### src/rtl/pipe_add_sub_if.sv
// Handshake bundle for pipe_add_sub: operand/valid/ready on the input side,
// result/flags/valid/ready on the output side.
interface pipe_add_sub_if #(
   parameter int DATAWIDTH = 8
);
   logic [DATAWIDTH-1:0] a;
   logic [DATAWIDTH-1:0] b;
   logic                 sub;
   logic                 in_valid;
   logic                 in_ready;
   logic [DATAWIDTH-1:0] out;
   logic                 cout;
   logic                 ovf;
   logic                 out_valid;
   logic                 out_ready;

   // Both sides: a transfer happens on a rising clock edge where valid and ready
   // are both high; a producer holds its payload steady until that edge.
   modport slave (
      input  a, b, sub, in_valid, out_ready,
      output in_ready, out, cout, ovf, out_valid
   );

   modport master (
      output a, b, sub, in_valid, out_ready,
      input  in_ready, out, cout, ovf, out_valid
   );
endinterface

### src/rtl/pipe_add_sub.sv
// Pipelined adder/subtractor: one CW-bit chunk resolved per stage, carry rippling
// through the stage registers, whole-pipe stall when the result is not taken.
module pipe_add_sub #(
   parameter int DATAWIDTH = 8,
   parameter int STAGES    = 2
) (
   input  logic          Clk,
   input  logic          Rst,
   pipe_add_sub_if.slave bus
);
   localparam int CW  = DATAWIDTH / STAGES;
   localparam int MSB = DATAWIDTH - 1;

   // Stage register k holds the op after chunk k is resolved; k = STAGES-1 is the output.
   logic [DATAWIDTH-1:0] aa_q  [STAGES];
   logic [DATAWIDTH-1:0] bb_q  [STAGES];
   logic [DATAWIDTH-1:0] sum_q [STAGES];
   logic                 cy_q  [STAGES];
   logic [STAGES-1:0]    vld_q;
   logic                 ovf_q;

   logic [DATAWIDTH-1:0] aa_d   [STAGES];
   logic [DATAWIDTH-1:0] bb_d   [STAGES];
   logic [DATAWIDTH-1:0] sum_d  [STAGES];
   logic                 cy_d   [STAGES];
   logic [STAGES-1:0]    vld_d;
   logic                 ovf_d;
   logic [DATAWIDTH-1:0] sum_in [STAGES];
   logic                 cin    [STAGES];
   logic [CW:0]          chunk  [STAGES];

   logic stall;
   logic advance;

   assign stall        = vld_q[STAGES-1] & ~bus.out_ready;
   assign advance      = ~stall;
   assign bus.in_ready = Rst & ~stall;

   // Subtraction is folded in at entry: b is inverted and the +1 rides in as carry-in.
   always_comb begin : stage_inputs
      vld_d     = '0;
      aa_d[0]   = bus.a;
      bb_d[0]   = bus.sub ? ~bus.b : bus.b;
      sum_in[0] = '0;
      cin[0]    = bus.sub;
      vld_d[0]  = bus.in_valid;
      for (int k = 1; k < STAGES; k++) begin
         aa_d[k]   = aa_q[k-1];
         bb_d[k]   = bb_q[k-1];
         sum_in[k] = sum_q[k-1];
         cin[k]    = cy_q[k-1];
         vld_d[k]  = vld_q[k-1];
      end
   end

   always_comb begin : chunk_adders
      for (int k = 0; k < STAGES; k++) begin
         chunk[k] = {1'b0, aa_d[k][k*CW +: CW]}
                  + {1'b0, bb_d[k][k*CW +: CW]}
                  + {{CW{1'b0}}, cin[k]};
         sum_d[k]             = sum_in[k];
         sum_d[k][k*CW +: CW] = chunk[k][CW-1:0];
         cy_d[k]              = chunk[k][CW];
      end
      ovf_d = (aa_d[STAGES-1][MSB] == bb_d[STAGES-1][MSB])
            & (sum_d[STAGES-1][MSB] != aa_d[STAGES-1][MSB]);
   end

   // Payload registers only load on a valid op, so the outputs hold across bubbles.
   always_ff @(posedge Clk) begin : stage_regs
      if (!Rst) begin
         vld_q <= '0;
         ovf_q <= 1'b0;
         for (int k = 0; k < STAGES; k++) begin
            aa_q[k]  <= '0;
            bb_q[k]  <= '0;
            sum_q[k] <= '0;
            cy_q[k]  <= 1'b0;
         end
      end else if (advance) begin
         vld_q <= vld_d;
         for (int k = 0; k < STAGES; k++) begin
            if (vld_d[k]) begin
               aa_q[k]  <= aa_d[k];
               bb_q[k]  <= bb_d[k];
               sum_q[k] <= sum_d[k];
               cy_q[k]  <= cy_d[k];
            end
         end
         if (vld_d[STAGES-1]) begin
            ovf_q <= ovf_d;
         end
      end
   end

   assign bus.out       = sum_q[STAGES-1];
   assign bus.cout      = cy_q[STAGES-1];
   assign bus.ovf       = ovf_q;
   assign bus.out_valid = vld_q[STAGES-1];
endmodule

### src/flat_wrapper.sv
// flat-port wrapper written by rule: the top's interface ports become plain ports
module pipe_add_sub_flat 
#(
   parameter int DATAWIDTH = 8,
   parameter int STAGES    = 2
)
  (Clk, Rst, bus_a, bus_b, bus_sub, bus_in_valid, bus_out_ready, bus_in_ready, bus_out, bus_cout, bus_ovf, bus_out_valid);
  pipe_add_sub_if #(.DATAWIDTH(DATAWIDTH)) bus_i ();
  input  logic Clk;
  input  logic Rst;
  input wire logic [$bits(bus_i.a)-1:0] bus_a;
  input wire logic [$bits(bus_i.b)-1:0] bus_b;
  input wire logic [$bits(bus_i.sub)-1:0] bus_sub;
  input wire logic [$bits(bus_i.in_valid)-1:0] bus_in_valid;
  input wire logic [$bits(bus_i.out_ready)-1:0] bus_out_ready;
  output wire logic [$bits(bus_i.in_ready)-1:0] bus_in_ready;
  output wire logic [$bits(bus_i.out)-1:0] bus_out;
  output wire logic [$bits(bus_i.cout)-1:0] bus_cout;
  output wire logic [$bits(bus_i.ovf)-1:0] bus_ovf;
  output wire logic [$bits(bus_i.out_valid)-1:0] bus_out_valid;
  assign bus_i.a = bus_a;
  assign bus_i.b = bus_b;
  assign bus_i.sub = bus_sub;
  assign bus_i.in_valid = bus_in_valid;
  assign bus_i.out_ready = bus_out_ready;
  assign bus_in_ready = bus_i.in_ready;
  assign bus_out = bus_i.out;
  assign bus_cout = bus_i.cout;
  assign bus_ovf = bus_i.ovf;
  assign bus_out_valid = bus_i.out_valid;
  pipe_add_sub #(.DATAWIDTH(DATAWIDTH), .STAGES(STAGES)) u_core (.Clk(Clk), .Rst(Rst), .bus(bus_i));
endmodule
### config.mk
export PLATFORM = sky130hd
export DESIGN_NAME = pipe_add_sub_flat
export DESIGN_NICKNAME = d
export VERILOG_FILES = /design/src/rtl/pipe_add_sub_if.sv /design/src/rtl/pipe_add_sub.sv /design/src/flat_wrapper.sv
export SDC_FILE = /design/constraint.sdc
export NUM_CORES = 1
export LEC_CHECK = 0
export CAP_MARGIN = 20
export CORE_ASPECT_RATIO = 1.2
export CORE_MARGIN = 2
export CORE_UTILIZATION = 48
export DETAILED_ROUTE_END_ITERATION = 8
export PLACE_DENSITY = 0.82
export SKIP_LAST_GASP = 1
export SLEW_MARGIN = 20
export SYNTH_ARGS = -nofsm -noshare
export SYNTH_HDL_FRONTEND = slang
export SYNTH_SLANG_ARGS = --single-unit
### constraint.sdc
create_clock -name Clk -period 1.85 [get_ports Clk]
set_input_delay 0.2775 -clock Clk [delete_from_list [all_inputs] [get_ports Clk]]
set_output_delay 0.2775 -clock Clk [all_outputs]
set_load 0.05 [all_outputs]
* Yosys cells after proc, flatten, opt, wreduce, memory -nomap -nowiden
Memory sizes are Yosys's and may differ from the RTL's. Cells that the tools add are included.
Cells by class: multiplexer cells 18, reductions and logical operators 1, add/sub/neg operators 4, bitwise logic cells 14, equal/unequal tests 2
Operators with widths (count):
- $mux 8 | 7
- $mux 1 | 11
- $add 4x4->5 | 2
- $add 5x1->5 | 2
- $not 8->8 | 1
- $or 1x1->1 | 8
- $and 1x1->1 | 3
- $not 1->1 | 2
- $reduce_and 2->1 | 1
- $eq 1x1->1 | 1
- $ne 1x1->1 | 1
Storage, ports and cells: flip-flop bits (word level) 3, memories 4, memory bits (writable) 50, word-level logic and storage cells 45, output and inout port bits 12, input bits 21
Memories:
- u_core.aa_q | words 2, width 8, read ports 1, clocked after Yosys merged registers in 0, wr ports 2, line pipe_add_sub.sv:15 | logic [DATAWIDTH-1:0] aa_q [STAGES];
- u_core.bb_q | words 2, width 8, read ports 1, clocked after Yosys merged registers in 0, wr ports 2, line pipe_add_sub.sv:16 | logic [DATAWIDTH-1:0] bb_q [STAGES];
- u_core.sum_q | words 2, width 8, read ports 2, clocked after Yosys merged registers in 0, wr ports 2, line pipe_add_sub.sv:17 | logic [DATAWIDTH-1:0] sum_q [STAGES];
- u_core.cy_q | words 2, width 1, read ports 2, clocked after Yosys merged registers in 0, wr ports 2, line pipe_add_sub.sv:18 | logic cy_q [STAGES];

* Logic depth before layout (Yosys ltp)
Gate-level depths: netlist (run 1).
word-level depth 6, depth in mapped cells 6, depth with buffers taken out 6

* Worst setup path after synthesis (run 1)
No wires, ideal clock.
path kind reg2reg, start register u_core.vld_q[1], end memory u_core.cy_q[1][0] (netlist: u_core.cy_q[0][1]) (enable), path slack 0.036 ns, clock period less this slack 1.814 ns, arrival time 1.424 ns, data required time 1.460 ns, stages on the path, launching flop included 3, buffers on the path 0, library setup time 0.390 ns, cell sequence dfxtp_1 > nor2b_1 > o21ai_0
RTL lines:
- from (decl) | line pipe_add_sub.sv:19 | logic [STAGES-1:0] vld_q;
- from (signal assigned) | line pipe_add_sub.sv:81 | vld_q <= vld_d;
- to (decl) | line pipe_add_sub.sv:18

==> results.md, run 1 <==
* Status: finished, final reports clean
* Synth Register Bits at 25
* Ant. Diodes at 0
* Crit-path cells: clkdlybuf4s50_1 -> mux2_4 -> fa_2 -> a21o_1 -> a21oi_1 -> nor2_1
* Post-place setup slack at -334 ps
* Met2 WL at 1220 microns
* Count of final hold-check violations at 0
* Post-synth cell types at 31
* Internal at 953 uW
* Final setup vio count at 0
* Synth area leader: edfxtp_1
* Sequential element share of the synthesized area at 53.2%
* YS warnings at 0
* Sequential power share at 52.0%
* Clock latency on the worst-skew pair at 310 ps
* HP Class: reg -> reg
* Final Critical Period at 1770 ps
* Share of layout cells above drive strength 1 at 18.9%
* Top post-synthesis cells by area: edfxtp_1 (49%), and2_4 (5.8%), ha_1 (5.5%)
* Critical Path Max Stage Delay at 510 ps
* Hold bufs inserted after CTS at 0
* GRT Overall Usage at 15.6%
* VDD IR max at 0.449 mV
* Register clock-pin slew on the reported worst setup and hold paths at 130 ps
* Vias in the first global route at 913
* Mapped Area at 1360 sq um
* Initial Util at 49.6%
* WL met1 at 776 microns
* Hold_ws at 478 ps
* Core Area at 2730 sq um
* Via density at 5.03
* Final antenna-violating net count at 0
* Net load switching power at 379 uW
* DP HPWL at 1780 microns
* Worst relative slew slack at 67.1%
* Final core occ at 66.0%
* Leakage power at 0.726 nW
* Setup TNS at 0 ps
* Crit-path max FO at 2
* Power consumption at 1.33 mW
* Gr ovfl total at 0
* First-pass GRT wire length at 3740 microns
* Comb power frac at 30.3%
* Chip Width at 52.5 microns
* Final critical-path share of the clock period at 95.7%
* Clk_skew at 2.04 ps
* Clock share of power at 17.7%
* Switching power share of the total at 28.5%
* Crit path kind: in -> reg
* Cells after Synth at 106
* Port Buf Inserts at 32
* Peak Freq at 565 MHz
* Avg WL per Cell at 11.8 microns
* # H-tree levels at 1
* Largest net degree at the start of global routing at 14
* Row count at 21
* Syn avg cell area at 12.8 sq um
* Synth Net Count at 136
* Root Driver: clkbuf_4
* CTS tree: yes
* Final WS setup at 78.8 ps
* Worst slew pin tran at 491 ps
* DRT Pass-1 Iters at 4
* # fillers at 218
* Pwr dens at 739 nW/um^2
* Iteration-0 DRC count of the detailed router at 16
* Metal3 WL at 74 microns
* Share of the synthesized area in the top cell type at 48.8%
* Final wirelength at 2140 microns
* Initial antenna violation count at 0
* Die area at 3270 sq um
* RePlAce Congestion at 0.846
* Die H at 62.2 microns
* Top cell family by delay on the critical path: buffers and inverters
* Critical path startpoint category: input pin
* WP buf/inv at 1
* Clock buffer depth at 2
* Nets at 179
* Uppermost layer routed: met4
* Number of max-cap violations at 0
* Crit path arrival time at 1850 ps
* Worst EP required at 1930 ps
* Clk sinks at 25
* Worst path slowest cell: clkdlybuf4s50_1
* Crit. End Element: register
* I/O pin total at 33
* Drc violations at 0
* Syn-to-layout area delta at 33.1%
* Via count at 916
* Max-slew violations at 0
* CTS Buf Count at 3
* Unrepaired setup endpoints after global routing: false
[sequential cells by signal, summed over array words and instances, names as in the netlist]
signal          count
u_core.sum_q       12
u_core.aa_q         4
u_core.bb_q         4
u_core.cy_q         2
u_core.vld_q        2
u_core.bus.ovf      1
[layer usage]
metal  global-route usage, %  up-vias
li1                        -      455
met5                       0        -
met3                    1.44        4
met2                    28.0       25
met4                    10.6        0
met1                    16.2      432
[area by class of cell]
cell class	count	area [sq um]	share of cell area (%)
multi-input cells	71	583	32.3
flip-flops and latches	25	721	40.0
well taps	34	42.5	2.36
repair buffers	42	408	22.6
inverters	6	22.5	1.25
clock buffers	4	26.3	1.46
[synthesized netlist by cell type]
cell type  instances
clkbuf_1           1
nor2_1             8
o32ai_1            1
nand3_1            3
a21oi_1            4
dfxtp_1            3
nand4_1            1
and3_1             1
or2_4              1
inv_1              6
and2_1             2
edfxtp_1          22
nand2_1            3
nor2b_1            3
xor2_1             3
or2b_4             1
ha_1               6
and2_4             9
a21o_1             4
buf_2              1
o21ai_0            2
fa_1               3
a211oi_1           1
mux2i_1            1
a21boi_0           3
a31oi_4            1
mux2_4             1
xnor2_1            6
buf_6              2
nand4b_1           2
nor3_1             1
[power groups by stage]
stage	sequential [mW]	clock (mW)	combinational, mW
detailed placement	0.707	0	0.406
finish	0.693	0.236	0.403
global placement	0.704	0	0.394
floorplan	0.782	0	0.182
global route	0.699	0.257	0.439
CTS	0.694	0.235	0.407
[cells in the final DEF (no fill, tap or decap), types with 3 or more instances in the layout]
cell / n
clkdlybuf4s50_1: 30
edfxtp_1: 22
buf_4: 10
and2_4: 9
nor2_1: 8
inv_1: 6
xnor2_1: 6
ha_1: 6
a21oi_1: 4
a21o_1: 4
xor2_1: 3
nand2_1: 3
nor2b_1: 3
nand3_1: 3
a21boi_0: 3
clkbuf_4: 3
dfxtp_1: 3
[repair_timing]
item / CTS / global route
buffers inserted: 0 / 0
resized for setup: 0 / 2
setup endpoints to repair: 0 / 1
[worst min-delay path: stages (launching register included)]
cell and delay [ps]:
dfxtp_1 340, inv_1 50, o32ai_1 60
[path summary, 6_finish.rpt]
| check | from | to | slack, ps | depth (start not counted) |
|---|---|---|---|---|
| setup / recovery | bus_b[0] | u_core.cy_q[0][0]$_SDFFCE_PN0P_ | 80 | 6 |
| hold reg to reg | u_core.bus.ovf$_SDFFE_PN0N_ | u_core.bus.ovf$_SDFFE_PN0N_ | 480 | 2 |
| hold / removal | u_core.bus.ovf$_SDFFE_PN0N_ | u_core.bus.ovf$_SDFFE_PN0N_ | 480 | 2 |
| setup reg to reg | u_core.cy_q[0][0]$_SDFFCE_PN0P_ | u_core.cy_q[0][1]$_SDFFCE_PN0P_ | 160 | 6 |
[through the flow]
step,cell area [sq um],cells
finish,1800,182
global route,1800,182
CTS,1800,182
detailed placement,1770,178
global placement,1770,178
floorplan,1360,106
[cells by family (layout without fill, tap and decap cells)]
family	count (synthesis)	count (layout)	synth area share, %
multiplexers	2	2	1.85
flip-flops	25	25	53.2
AO/OA/AOI/OAI	16	16	8.86
adder cells (fa/ha/maj)	9	9	9.97
XOR/XNOR	9	9	5.82
buffers and inverters	10	52	3.97
AND/OR/NAND/NOR	35	35	16.3
No activity file was read; power rests on OpenSTA's default activity.
==> run 2: changes to the inputs <==
--- a/config.mk
+++ b/config.mk
@@ -7,12 +7,11 @@
 export LEC_CHECK = 0
 export CAP_MARGIN = 20
 export CORE_ASPECT_RATIO = 1.2
-export CORE_MARGIN = 2
+export CORE_MARGIN = 1
 export CORE_UTILIZATION = 48
 export DETAILED_ROUTE_END_ITERATION = 8
 export PLACE_DENSITY = 0.82
 export SKIP_LAST_GASP = 1
-export SLEW_MARGIN = 20
 export SYNTH_ARGS = -nofsm -noshare
 export SYNTH_HDL_FRONTEND = slang
 export SYNTH_SLANG_ARGS = --single-unit
==> run 2 against run 1 <==
Effect of this change: global-route usage up 1.5 points; hold slack improved by 3.1 ps; via count grew 1.6%; cell area shrank 0.69%; critical path depth shrank 5; sequential power about the same; sequential share of layout area grew 0.28 points; non-clock buffer count stayed put; flip-flop and latch count unchanged; maximum frequency up 0.57%; critical endpoint is now bus_ovf; largest cell class unchanged.
==> results.md, run 2 (synthesis results as in run 1) <==
* Worst R2R Setup Slack at 100 ps (-60 ps)
* Gr ovfl total at 0 (unchanged)
* Die H at 60.2 microns (-3.2%)
* Critical path startpoint category: register
* Worst EP required at 1570 ps (-360 ps)
* DRT Pass-1 Iters at 3 (-1)
* Initial Util at 52.1% (+2.5 points)
* Most common cell after layout, fill and taps aside: clkdlybuf4s50_1
* Top cell family by delay on the critical path: buffers and inverters
* Largest regs: u_core.sum_q (12), u_core.aa_q (4), u_core.bb_q (4)
* Row count at 20 (-4.8%)
* Crit-path max FO at 2 (unchanged)
* Hold_sp: u_core.bus.ovf$_SDFFE_PN0N_
* Internal at 946 uW (-0.78%)
* Worst path slowest cell: clkdlybuf4s50_1
* Peak Freq at 568 MHz (+0.57%)
* Commonest cells after routing, fill and taps aside: clkdlybuf4s50_1 (30), edfxtp_1 (22), buf_4 (11)
* Register clock-pin slew on the reported worst setup and hold paths at 130 ps (about the same)
* Root Driver: clkbuf_4
* Top reg by flops: u_core.sum_q
* Worst reg2reg endpoint: u_core.cy_q[0][1]$_SDFFCE_PN0P_
* Final wirelength at 2200 microns (+2.6%)
* Post-CTS Setup Repair Bufs at 0 (unchanged)
* Clock latency on the worst-skew pair at 320 ps (about the same)
* Largest net degree at the start of global routing at 15 (+1)
* Final antenna-violating net count at 0 (unchanged)
* I/O pin total at 33 (unchanged)
* DP HPWL at 1860 microns (+4.1%)
* Leakage power at 0.724 nW (-0.24%)
* Switching power share of the total at 28.8% (+0.38 points)
* Count of final hold-check violations at 0 (unchanged)
* Number of max-cap violations at 0 (unchanged)
* Crit. End Element: output pin
* First-pass GRT wire length at 3730 microns (-0.35%)
* RePlAce Congestion at 0.838 (-1.0%)
* Crit path kind: reg -> out
* Final core occ at 68.8% (+2.8 points)
* GRT Max-Usage Layer: met2
* Crit path arrival time at 1480 ps (-370 ps)
* Largest register FFs at 12 (unchanged)
* Sequential power share at 52.2% (+0.2 points)
* Final Critical Period at 1760 ps (-10.0 ps)
* Reg2Reg Depth at 6 (unchanged)
* Pwr dens at 742 nW/um^2 (+0.45%)
* Die area at 3040 sq um (-6.9%)
* Share of layout cells above drive strength 1 at 19.6% (+0.68 points)
* CTS tree: yes
* Critical Path Max Stage Delay at 800 ps (+290 ps)
* GRT Overall Usage at 17.0% (+1.5 points)
* Drc violations at 0 (unchanged)
* Nets at 179 (unchanged)
* Clk_skew at 7.07 ps (+5.03 ps)
* RR Startpoint: u_core.cy_q[0][0]$_SDFFCE_PN0P_
* Chip Width at 50.5 microns (-3.8%)
* Final instance area at 1790 sq um (-0.69%)
* Iteration-0 DRC count of the detailed router at 19 (+3)
* GR Util met1 at 17.3% (+1.1 points)
* Placed Area at 1760 sq um (-0.78%)
* Worst slew pin tran at 496 ps (+4.86 ps)
* Via density at 5.14 (+2.2%)
* WP buf/inv at 1 (unchanged)
* Status: finished, final reports clean
* Port Buf Inserts at 32 (unchanged)
* Met2 Usage GRT at 31.8% (+3.8 points)
* Inst Count DP at 177 (-0.56%)
* Clock buffer depth at 2 (unchanged)
* Final critical-path share of the clock period at 95.2% (-0.54 points)
* Initial antenna violation count at 0 (unchanged)
* Vias in the first global route at 961 (+5.3%)
* VDD IR max at 0.421 mV (-6.2%)
* Hold_ws at 482 ps (+3.10 ps)
* Final setup vio count at 0 (unchanged)
* Unrepaired setup endpoints after global routing: false
* Via count at 931 (+1.6%)
* Core Area at 2600 sq um (-4.8%)
* Avg WL per Cell at 12.1 microns (+3.1%)
* Ant. Diodes at 0 (unchanged)
* M3 GR Usage at 1.53% (+0.084 points)
* CTS Buf Count at 3 (unchanged)
* Finished Layout Cells at 181 (-0.55%)
* Setup TNS at 0 ps (unchanged)
* Hold Path Stages at 2 (unchanged)
* Clk sinks at 25 (unchanged)
* Max-slew violations at 0 (unchanged)
* Worst relative slew slack at 66.8% (-0.33 points)
* Net load switching power at 383 uW (+1.1%)
* Crit-path cells: clkdlybuf4s50_1
* # H-tree levels at 1 (unchanged)
* Syn-to-layout area delta at 32.1%
* Clock share of power at 17.6% (about the same)
* Endpoint, Worst Hold: u_core.bus.ovf$_SDFFE_PN0N_
* HP Class: reg -> reg
* Comb power frac at 30.1% (-0.2 points)
[run 2: cell types whose count changed in the layout (fill, tap and decap cells not counted), sizes merged]
cell and change:
clkbuf -1, clkinv +1
[run 2: timing repair]
item,CTS,global route
hold buffers,0,0
endpoints found under the hold margin,0,0
gates resized for setup,0,2
endpoints found under the setup margin,0,1
[run 2: through the flow]
stage	setup WS, ps	power [mW]
2_1_floorplan	36.4	0.964
3_3_place_gp	-263	1.09
3_5_place_dp	-314	1.11
4_1_cts	35.1	1.34
5_1_grt	5.75	1.39
6_report	88.8	1.33
[run 2: how the worst max path moves through the flow]
stage                                          from                              end  slack [ps]  cells after the start
finish                  u_core.bus.ovf$_SDFFE_PN0N_                          bus_ovf          90                      1
CTS                                         bus_sub  u_core.cy_q[0][0]$_SDFFCE_PN0P_          40                      6
global placement                            bus_sub  u_core.cy_q[0][0]$_SDFFCE_PN0P_        -260                      6
global route        u_core.cy_q[0][0]$_SDFFCE_PN0P_  u_core.cy_q[0][1]$_SDFFCE_PN0P_           6                      6
floorplan              u_core.vld_q[1]$_SDFFE_PN0N_  u_core.cy_q[0][1]$_SDFFCE_PN0P_          40                      2
detailed placement                          bus_sub  u_core.cy_q[0][0]$_SDFFCE_PN0P_        -310                      6
[run 2: power groups by stage]
stage / logic (mW) / registers [mW] / clock network [mW]
floorplan: 0.182 / 0.782 / 0
global route: 0.430 / 0.699 / 0.265
finish: 0.401 / 0.694 / 0.234
global placement: 0.385 / 0.705 / 0
detailed placement: 0.401 / 0.708 / 0
CTS: 0.402 / 0.695 / 0.242
[run 2: cell type report]
class	instances	area, sq um
fillers	198	812
clock inverters	1	5.00
flip-flops and latches	25	721
multi-input cells	71	583
well taps	33	41.3
clock buffers	3	22.5
inverters	6	22.5
repair buffers	42	395
[run 2: layer usage]
metal / share of wire (%) / vias up
met4: 3.6 / 0
li1: - / 455
met1: 38 / 428
met3: 4.4 / 9
met2: 54 / 39
met5: 0 / -
